===== src/rtl/uart_regs_gen.sv =====
// UART control/status register file and single-cycle data-bus slave.
// Define UART_ERR_IRQ_EN to let sticky STATUS errors raise irq_o through INT_EN[2].
package uart_regs_gen_pkg;

    typedef struct packed {
        logic        req;
        logic        w_en;
        logic [31:0] addr;
        logic [31:0] w_data;
    } type_dbus2peri_s;

    typedef struct packed {
        logic        ack;
        logic [31:0] r_data;
    } type_peri2dbus_s;

    typedef enum logic [3:0] {
        REG_TX_DATA  = 4'd0,
        REG_RX_DATA  = 4'd1,
        REG_TX_CTRL  = 4'd2,
        REG_RX_CTRL  = 4'd3,
        REG_INT_EN   = 4'd4,
        REG_INT_PEND = 4'd5,
        REG_BAUD     = 4'd6,
        REG_STATUS   = 4'd7
    } reg_idx_e;

endpackage

module uart_regs_gen
    import uart_regs_gen_pkg::*;
#(
    parameter  int FIFO_DEPTH = 8,
    parameter  int BAUD_W     = 16,
    localparam int LVL_W      = $clog2(FIFO_DEPTH) + 1,
    localparam int WM_W       = LVL_W - 1
) (
    input  logic              clk,
    input  logic              rst_n,
    input  logic              uart_sel_i,
    input  type_dbus2peri_s   dbus2uart_i,
    output type_peri2dbus_s   uart2dbus_o,
    output logic              irq_o,
    input  logic              tx_fifo_full_i,
    input  logic              rx_fifo_empty_i,
    input  logic [LVL_W-1:0]  tx_fifo_level_i,
    input  logic [LVL_W-1:0]  rx_fifo_level_i,
    input  logic [7:0]        rx_fifo_data_i,
    input  logic              rx_push_i,
    input  logic              rx_parity_err_i,
    input  logic              rx_frame_err_i,
    output logic              tx_fifo_write_o,
    output logic              rx_fifo_read_o,
    output logic [7:0]        tx_data_o,
    output logic              tx_en_o,
    output logic              rx_en_o,
    output logic              two_stop_bits_o,
    output logic [1:0]        char_len_o,
    output logic [1:0]        parity_o,
    output logic [WM_W-1:0]   tx_watermark_o,
    output logic [WM_W-1:0]   rx_watermark_o,
    output logic [BAUD_W-1:0] baud_rate_o
);

`ifdef UART_ERR_IRQ_EN
    localparam logic [2:0] INT_EN_MASK = 3'b111;
`else
    localparam logic [2:0] INT_EN_MASK = 3'b011;
`endif

    logic        ack_q;
    logic [31:0] r_data_q;
    logic [2:0]  int_en_q;
    logic [3:0]  status_q;

    logic        accept;
    logic        wr;
    logic        rd;
    reg_idx_e    idx;
    logic        tx_push;
    logic        rx_pop;
    logic [2:0]  int_pend;
    logic [3:0]  status_set;
    logic [3:0]  status_clr;
    logic [31:0] rd_data;
    logic        unused_bus_bits;

    // The ack cycle is always idle, so a held request is served every other cycle.
    assign accept = dbus2uart_i.req & uart_sel_i & ~ack_q;
    assign wr     = accept & dbus2uart_i.w_en;
    assign rd     = accept & ~dbus2uart_i.w_en;
    assign idx    = reg_idx_e'(dbus2uart_i.addr[5:2]);

    assign tx_push        = wr & (idx == REG_TX_DATA) & ~tx_fifo_full_i;
    assign rx_pop         = rd & (idx == REG_RX_DATA) & ~rx_fifo_empty_i;
    assign rx_fifo_read_o = rx_pop;

    assign uart2dbus_o.ack    = ack_q;
    assign uart2dbus_o.r_data = r_data_q;

    assign unused_bus_bits = ^{dbus2uart_i.addr, dbus2uart_i.w_data};

    always_comb begin
        // NOTE: every always_comb output gets a default first so no path infers a latch.
        int_pend    = '0;
        int_pend[0] = tx_fifo_level_i <= {1'b0, tx_watermark_o};
        int_pend[1] = rx_fifo_level_i > {1'b0, rx_watermark_o};
`ifdef UART_ERR_IRQ_EN
        int_pend[2] = |status_q;
`endif
    end

    // A new error in the same cycle as its W1C wins over the clear.
    always_comb begin
        status_set    = '0;
        status_set[0] = rx_parity_err_i;
        status_set[1] = rx_frame_err_i;
        status_set[2] = rx_push_i & (rx_fifo_level_i == LVL_W'(FIFO_DEPTH)) & ~rx_pop;
        status_set[3] = wr & (idx == REG_TX_DATA) & tx_fifo_full_i;
        status_clr    = (wr && idx == REG_STATUS) ? dbus2uart_i.w_data[3:0] : '0;
    end

    always_comb begin
        rd_data = '0;
        case (idx)
            REG_TX_DATA:  rd_data[31] = tx_fifo_full_i;
            REG_RX_DATA:  rd_data = rx_fifo_empty_i ? 32'h8000_0000 : {24'h0, rx_fifo_data_i};
            REG_TX_CTRL: begin
                rd_data[0]           = tx_en_o;
                rd_data[1]           = two_stop_bits_o;
                rd_data[3:2]         = char_len_o;
                rd_data[5:4]         = parity_o;
                rd_data[16 +: WM_W]  = tx_watermark_o;
            end
            REG_RX_CTRL: begin
                rd_data[0]           = rx_en_o;
                rd_data[16 +: WM_W]  = rx_watermark_o;
            end
            REG_INT_EN:   rd_data[2:0] = int_en_q;
            REG_INT_PEND: rd_data[2:0] = int_pend;
            REG_BAUD:     rd_data[BAUD_W-1:0] = baud_rate_o;
            REG_STATUS:   rd_data[3:0] = status_q;
            default:      rd_data = '0;
        endcase
    end

    // NOTE: sequential state uses non-blocking assignments so every register samples pre-edge values.
    always_ff @(posedge clk or negedge rst_n) begin
        if (!rst_n) begin
            ack_q           <= 1'b0;
            r_data_q        <= '0;
            irq_o           <= 1'b0;
            tx_fifo_write_o <= 1'b0;
            tx_data_o       <= 8'h00;
            tx_en_o         <= 1'b0;
            rx_en_o         <= 1'b0;
            two_stop_bits_o <= 1'b0;
            char_len_o      <= 2'd3;
            parity_o        <= 2'd0;
            tx_watermark_o  <= '0;
            rx_watermark_o  <= '0;
            baud_rate_o     <= BAUD_W'(16);
            int_en_q        <= '0;
            status_q        <= '0;
        end else begin
            ack_q           <= accept;
            r_data_q        <= rd ? rd_data : '0;
            tx_fifo_write_o <= tx_push;
            irq_o           <= |(int_pend & int_en_q);
            status_q        <= (status_q & ~status_clr) | status_set;
            if (tx_push) begin
                tx_data_o <= dbus2uart_i.w_data[7:0];
            end
            if (wr) begin
                case (idx)
                    REG_TX_CTRL: begin
                        tx_en_o         <= dbus2uart_i.w_data[0];
                        two_stop_bits_o <= dbus2uart_i.w_data[1];
                        char_len_o      <= dbus2uart_i.w_data[3:2];
                        parity_o        <= dbus2uart_i.w_data[5:4];
                        tx_watermark_o  <= dbus2uart_i.w_data[16 +: WM_W];
                    end
                    REG_RX_CTRL: begin
                        rx_en_o         <= dbus2uart_i.w_data[0];
                        rx_watermark_o  <= dbus2uart_i.w_data[16 +: WM_W];
                    end
                    REG_INT_EN:  int_en_q    <= dbus2uart_i.w_data[2:0] & INT_EN_MASK;
                    REG_BAUD:    baud_rate_o <= dbus2uart_i.w_data[BAUD_W-1:0];
                    default: ;
                endcase
            end
        end
    end

endmodule


===== config.mk =====
export PLATFORM = sky130hd
export DESIGN_NAME = uart_regs_gen
export DESIGN_NICKNAME = d
export VERILOG_FILES = /design/src/rtl/uart_regs_gen.sv
export SDC_FILE = /design/constraint.sdc
export NUM_CORES = 1
export LEC_CHECK = 0
export CORE_UTILIZATION = 40
export DETAILED_ROUTE_END_ITERATION = 8
export PLACE_DENSITY_LB_ADDON = 0.25
export SLEW_MARGIN = 0
export SYNTH_ARGS = -nofsm -noshare
export SYNTH_HDL_FRONTEND = slang
export SYNTH_SLANG_ARGS = --single-unit

===== constraint.sdc =====
create_clock -name clk -period 2 [get_ports clk]
set_clock_uncertainty 0.2 [all_clocks]
set_input_delay 0.4 -clock clk [delete_from_list [all_inputs] [get_ports clk]]
set_output_delay 0.4 -clock clk [all_outputs]
set_load 0.05 [all_outputs]

==> flow_metrics.env <==
export IMPL_status="complete, but fails checks"
export IMPL_violations="setup timing"
export IMPL_cts_tree="done"
export IMPL_vias=2434
export IMPL_yosys_warnings=0
export IMPL_drt_iter0_markers=80
export IMPL_wire_per_inst_microns=15.1
export IMPL_setup_worst_path_end="rx_fifo_read_o"
export IMPL_grt_pass1_wl_mm=12.4
export IMPL_ioPinCount=163
export IMPL_h_tree_depth=3
export IMPL_port_buffers=109
export IMPL_yosys_area_share_adder=0.0241
export IMPL_startpoint="ack_q$_DFF_PN0_"
export IMPL_synth_cells=245
export IMPL_power_uw=3580
export IMPL_start_util=0.421
export IMPL_peakVddDrop_v=0.000553
export IMPL_finish_utilization=0.638
export IMPL_insertion_delay_ns=0.34
export IMPL_final_antenna_net_count=0
export IMPL_syn_area_sq_um=3120
export IMPL_synth_top_family_by_area="multiplexers"
export IMPL_fin_ws_ns=-0.0619
export IMPL_cp_arrival_ns=1.46
export IMPL_clkSlewWorstSetupHoldPaths_ns=0.07
export IMPL_layout_nets=491
export IMPL_grt_overflow_total=0
export IMPL_cts_sink_count=66
export IMPL_synth_compound_area_frac=0.0711
export IMPL_path_max_fanout=2
export IMPL_place_area_sq_um=4440
export IMPL_setup_violations=1
export IMPL_r2r_setup_slack_ns=0.02
export IMPL_r2r_end="status_q[3]$_DFF_PN0_"
export IMPL_holdWs_ns=0.294
export IMPL_placementRows=31
export IMPL_grt_total_usage=0.198
export IMPL_synth_seq_cells=66
export IMPL_slew_viol_final=0
export IMPL_areaGrowthSynthToFinish_pct=51.6
export IMPL_die_x_microns=90.3
export IMPL_drc=0
export IMPL_p_leak_uw=0.00235
export IMPL_numCtsBuffers=9
export IMPL_synthMuxAreaShare=0.180
export IMPL_cts_buffer_depth=2
export IMPL_final_cell_area_sq_um=4730
export IMPL_first_pass_iters=4
export IMPL_die_area_sq_um=8150
export IMPL_grt_pass1_vias=2442
export IMPL_avgSynthCellArea_sq_um=12.7
export IMPL_drt_wl_total_mm=7.57
export IMPL_rsz0062_at_grt="true"
export IMPL_worstSetupStartpointType="flop"
export IMPL_crit_required_ns=1.40
export IMPL_viasPerCell=4.87
export IMPL_r2r_start="ack_q$_DFF_PN0_"
export IMPL_grt_antenna_before_repair=1
export IMPL_hold_viol=0
export IMPL_synth_simple_gate_area_share=0.133
export IMPL_dieHeight_microns=90.3
export IMPL_ys_types=46
export IMPL_synthXorXnorAreaFrac=0.00281
export IMPL_p_per_area_nw_per_um2=757
export IMPL_drv_cap=0
export IMPL_gp_congestion=0.842
export IMPL_fillers=573
export IMPL_holdPathStages=1
export IMPL_worstSetupEndpointType="output pin"
export IMPL_ys_flop_type="dfrtp_1"
export IMPL_grt_max_degree=22
export IMPL_post_place_ws_ns=-0.456
export IMPL_dpl_hpwl_mm=5.84
export IMPL_coreArea_sq_um=7410
export IMPL_drive_gt1_frac=0.458
export IMPL_r2r_cells=9
export IMPL_timing_final_crit_share=1.03
export IMPL_fin_crit_ns=2.06
export IMPL_synth_edf_count=0
export IMPL_fmax_ghz=0.485
export IMPL_criticalPathCategory="reg2out"
export IMPL_ctsRootBufferMaster="clkbuf_8"
export IMPL_async_flop_share=1.00
export IMPL_hp_class="reg2reg"
export IMPL_synth_seq_area_share=0.531
## report_power, final
part / total, uW / internal, uW / switching (uW)
Clock: 1080 / 572 / 512
Combinational: 972 / 400 / 571
Sequential: 1520 / 1440 / 84.6
## flip-flops by register name, summed over array words and instances, names as in the netlist, 2 cells and up
name	flops
tx_data_o	8
parity_o	2
int_en_q	2
char_len_o	2
baud_rate_o	16
r_data_q	20
tx_watermark_o	3
rx_watermark_o	3
status_q	4
## placed cells by master, fill, tap and decap left out, drive strengths merged, types with 2 or more instances in the layout
master         synthesis  routed
buf                   21     103
dfrtp                 63      63
mux2                  43      43
clkdlybuf4s50          0      40
nor2                  16      16
conb                   1      12
and2                  11      11
clkbuf                 0      10
nand2                 10      10
inv                    9       9
ha                     6       6
nor3                   6       6
a22o                   5       5
a22oi                  5       5
a31oi                  5       5
clkinv                 0       5
mux2i                  4       4
o21ai                  4       4
dlygate4sd2            0       4
a21oi                  3       3
dfstp                  3       3
nor3b                  3       3
nand3b                 3       3
nand4                  2       2
o2bb2ai                2       2
a21o                   2       2
nor2b                  2       2
nand2b                 2       2
nand3                  2       2
## worst max-delay path: stages, from the launching register on
cell	delay [ns]
dfrtp_1	0.39
nand3b_4	0.19
buf_6	0.14
nor3b_4	0.23
buf_12	0.17
## repair_timing
item                                   in CTS  in global routing
setup endpoints to repair                  25                 29
resized for setup                          16                 19
hold buffers                                1                  0
pin swaps                                   2                  8
buffers inserted                            3                  1
endpoints found under the hold margin      18                  0
## cell families (layout without fill, tap and decap cells)
| family | after synthesis | count (layout) |
|---|---|---|
| flip-flops | 66 | 66 |
| AND/OR/NAND/NOR | 63 | 63 |
| multiplexers | 47 | 47 |
| AO/OA/AOI/OAI | 31 | 31 |
| buffers and inverters | 30 | 174 |
| adder cells (fa/ha/maj) | 6 | 6 |
| other | 1 | 13 |
| XOR/XNOR | 1 | 1 |
## layer usage
layer	global-route usage	wire length [microns]	up-vias	share of wire
li1	-	-	1149	-
met4	0.0766	136	0	0.018
met5	0	0	-	0
met2	0.323	3730	97	0.49
met1	0.248	3270	1175	0.43
met3	0.0598	436	13	0.058
## how the worst min path moves through the flow
stage / startpoint / to / slack, ns
2_1_floorplan: rst_n / ack_q$_DFF_PN0_ / -0.1
3_3_place_gp: rst_n / r_data_q[13]$_DFF_PN0_ / 0.18
3_5_place_dp: rst_n / baud_rate_o[13]$_DFFE_PN0P_ / 0.18
4_1_cts: tx_data_o[6]$_DFFE_PN0P_ / tx_data_o[6]$_DFFE_PN0P_ / 0.29
5_1_grt: status_q[2]$_DFF_PN0_ / status_q[2]$_DFF_PN0_ / 0.31
6_report: status_q[2]$_DFF_PN0_ / status_q[2]$_DFF_PN0_ / 0.29
## area by class of cell
cell class / count / area, sq um / area share
antenna: 1 / 2.50 / 0.000530
clock buffer: 9 / 124 / 0.0262
clock inverter: 7 / 70.1 / 0.0148
inverter: 9 / 33.8 / 0.00715
multi-input combinational: 160 / 1400 / 0.296
sequential: 66 / 1660 / 0.350
tap: 99 / 124 / 0.0262
timing repair buffer: 149 / 1320 / 0.279
## per-stage QoR
stage,TNS (ns),std cells
floorplan,-0.171,256
detailed placement,-20.16,478
finish,-0.0619,500
global route,-0.527,500
global placement,-19.98,478
CTS,-0.0858,498
## cells in the mapped netlist (3+ instances only)
master	number	area (sq um)
dfrtp_1	63	1580
mux2_2	25	282
nor2_1	15	56.3
buf_4	13	97.6
and2_1	10	62.6
mux2_4	10	150
nand2_1	10	37.5
inv_1	9	33.8
mux2_1	8	90.1
buf_2	6	30.0
ha_1	6	75.1
nor3_1	6	30.0
a22o_1	5	43.8
a22oi_1	5	37.5
a31oi_1	5	31.3
mux2i_1	4	40.0
o21ai_0	4	20.0
a21oi_1	3	15.0
dfstp_2	3	78.8
nor3b_2	3	37.5
No activity file was read; power rests on OpenSTA's default activity.
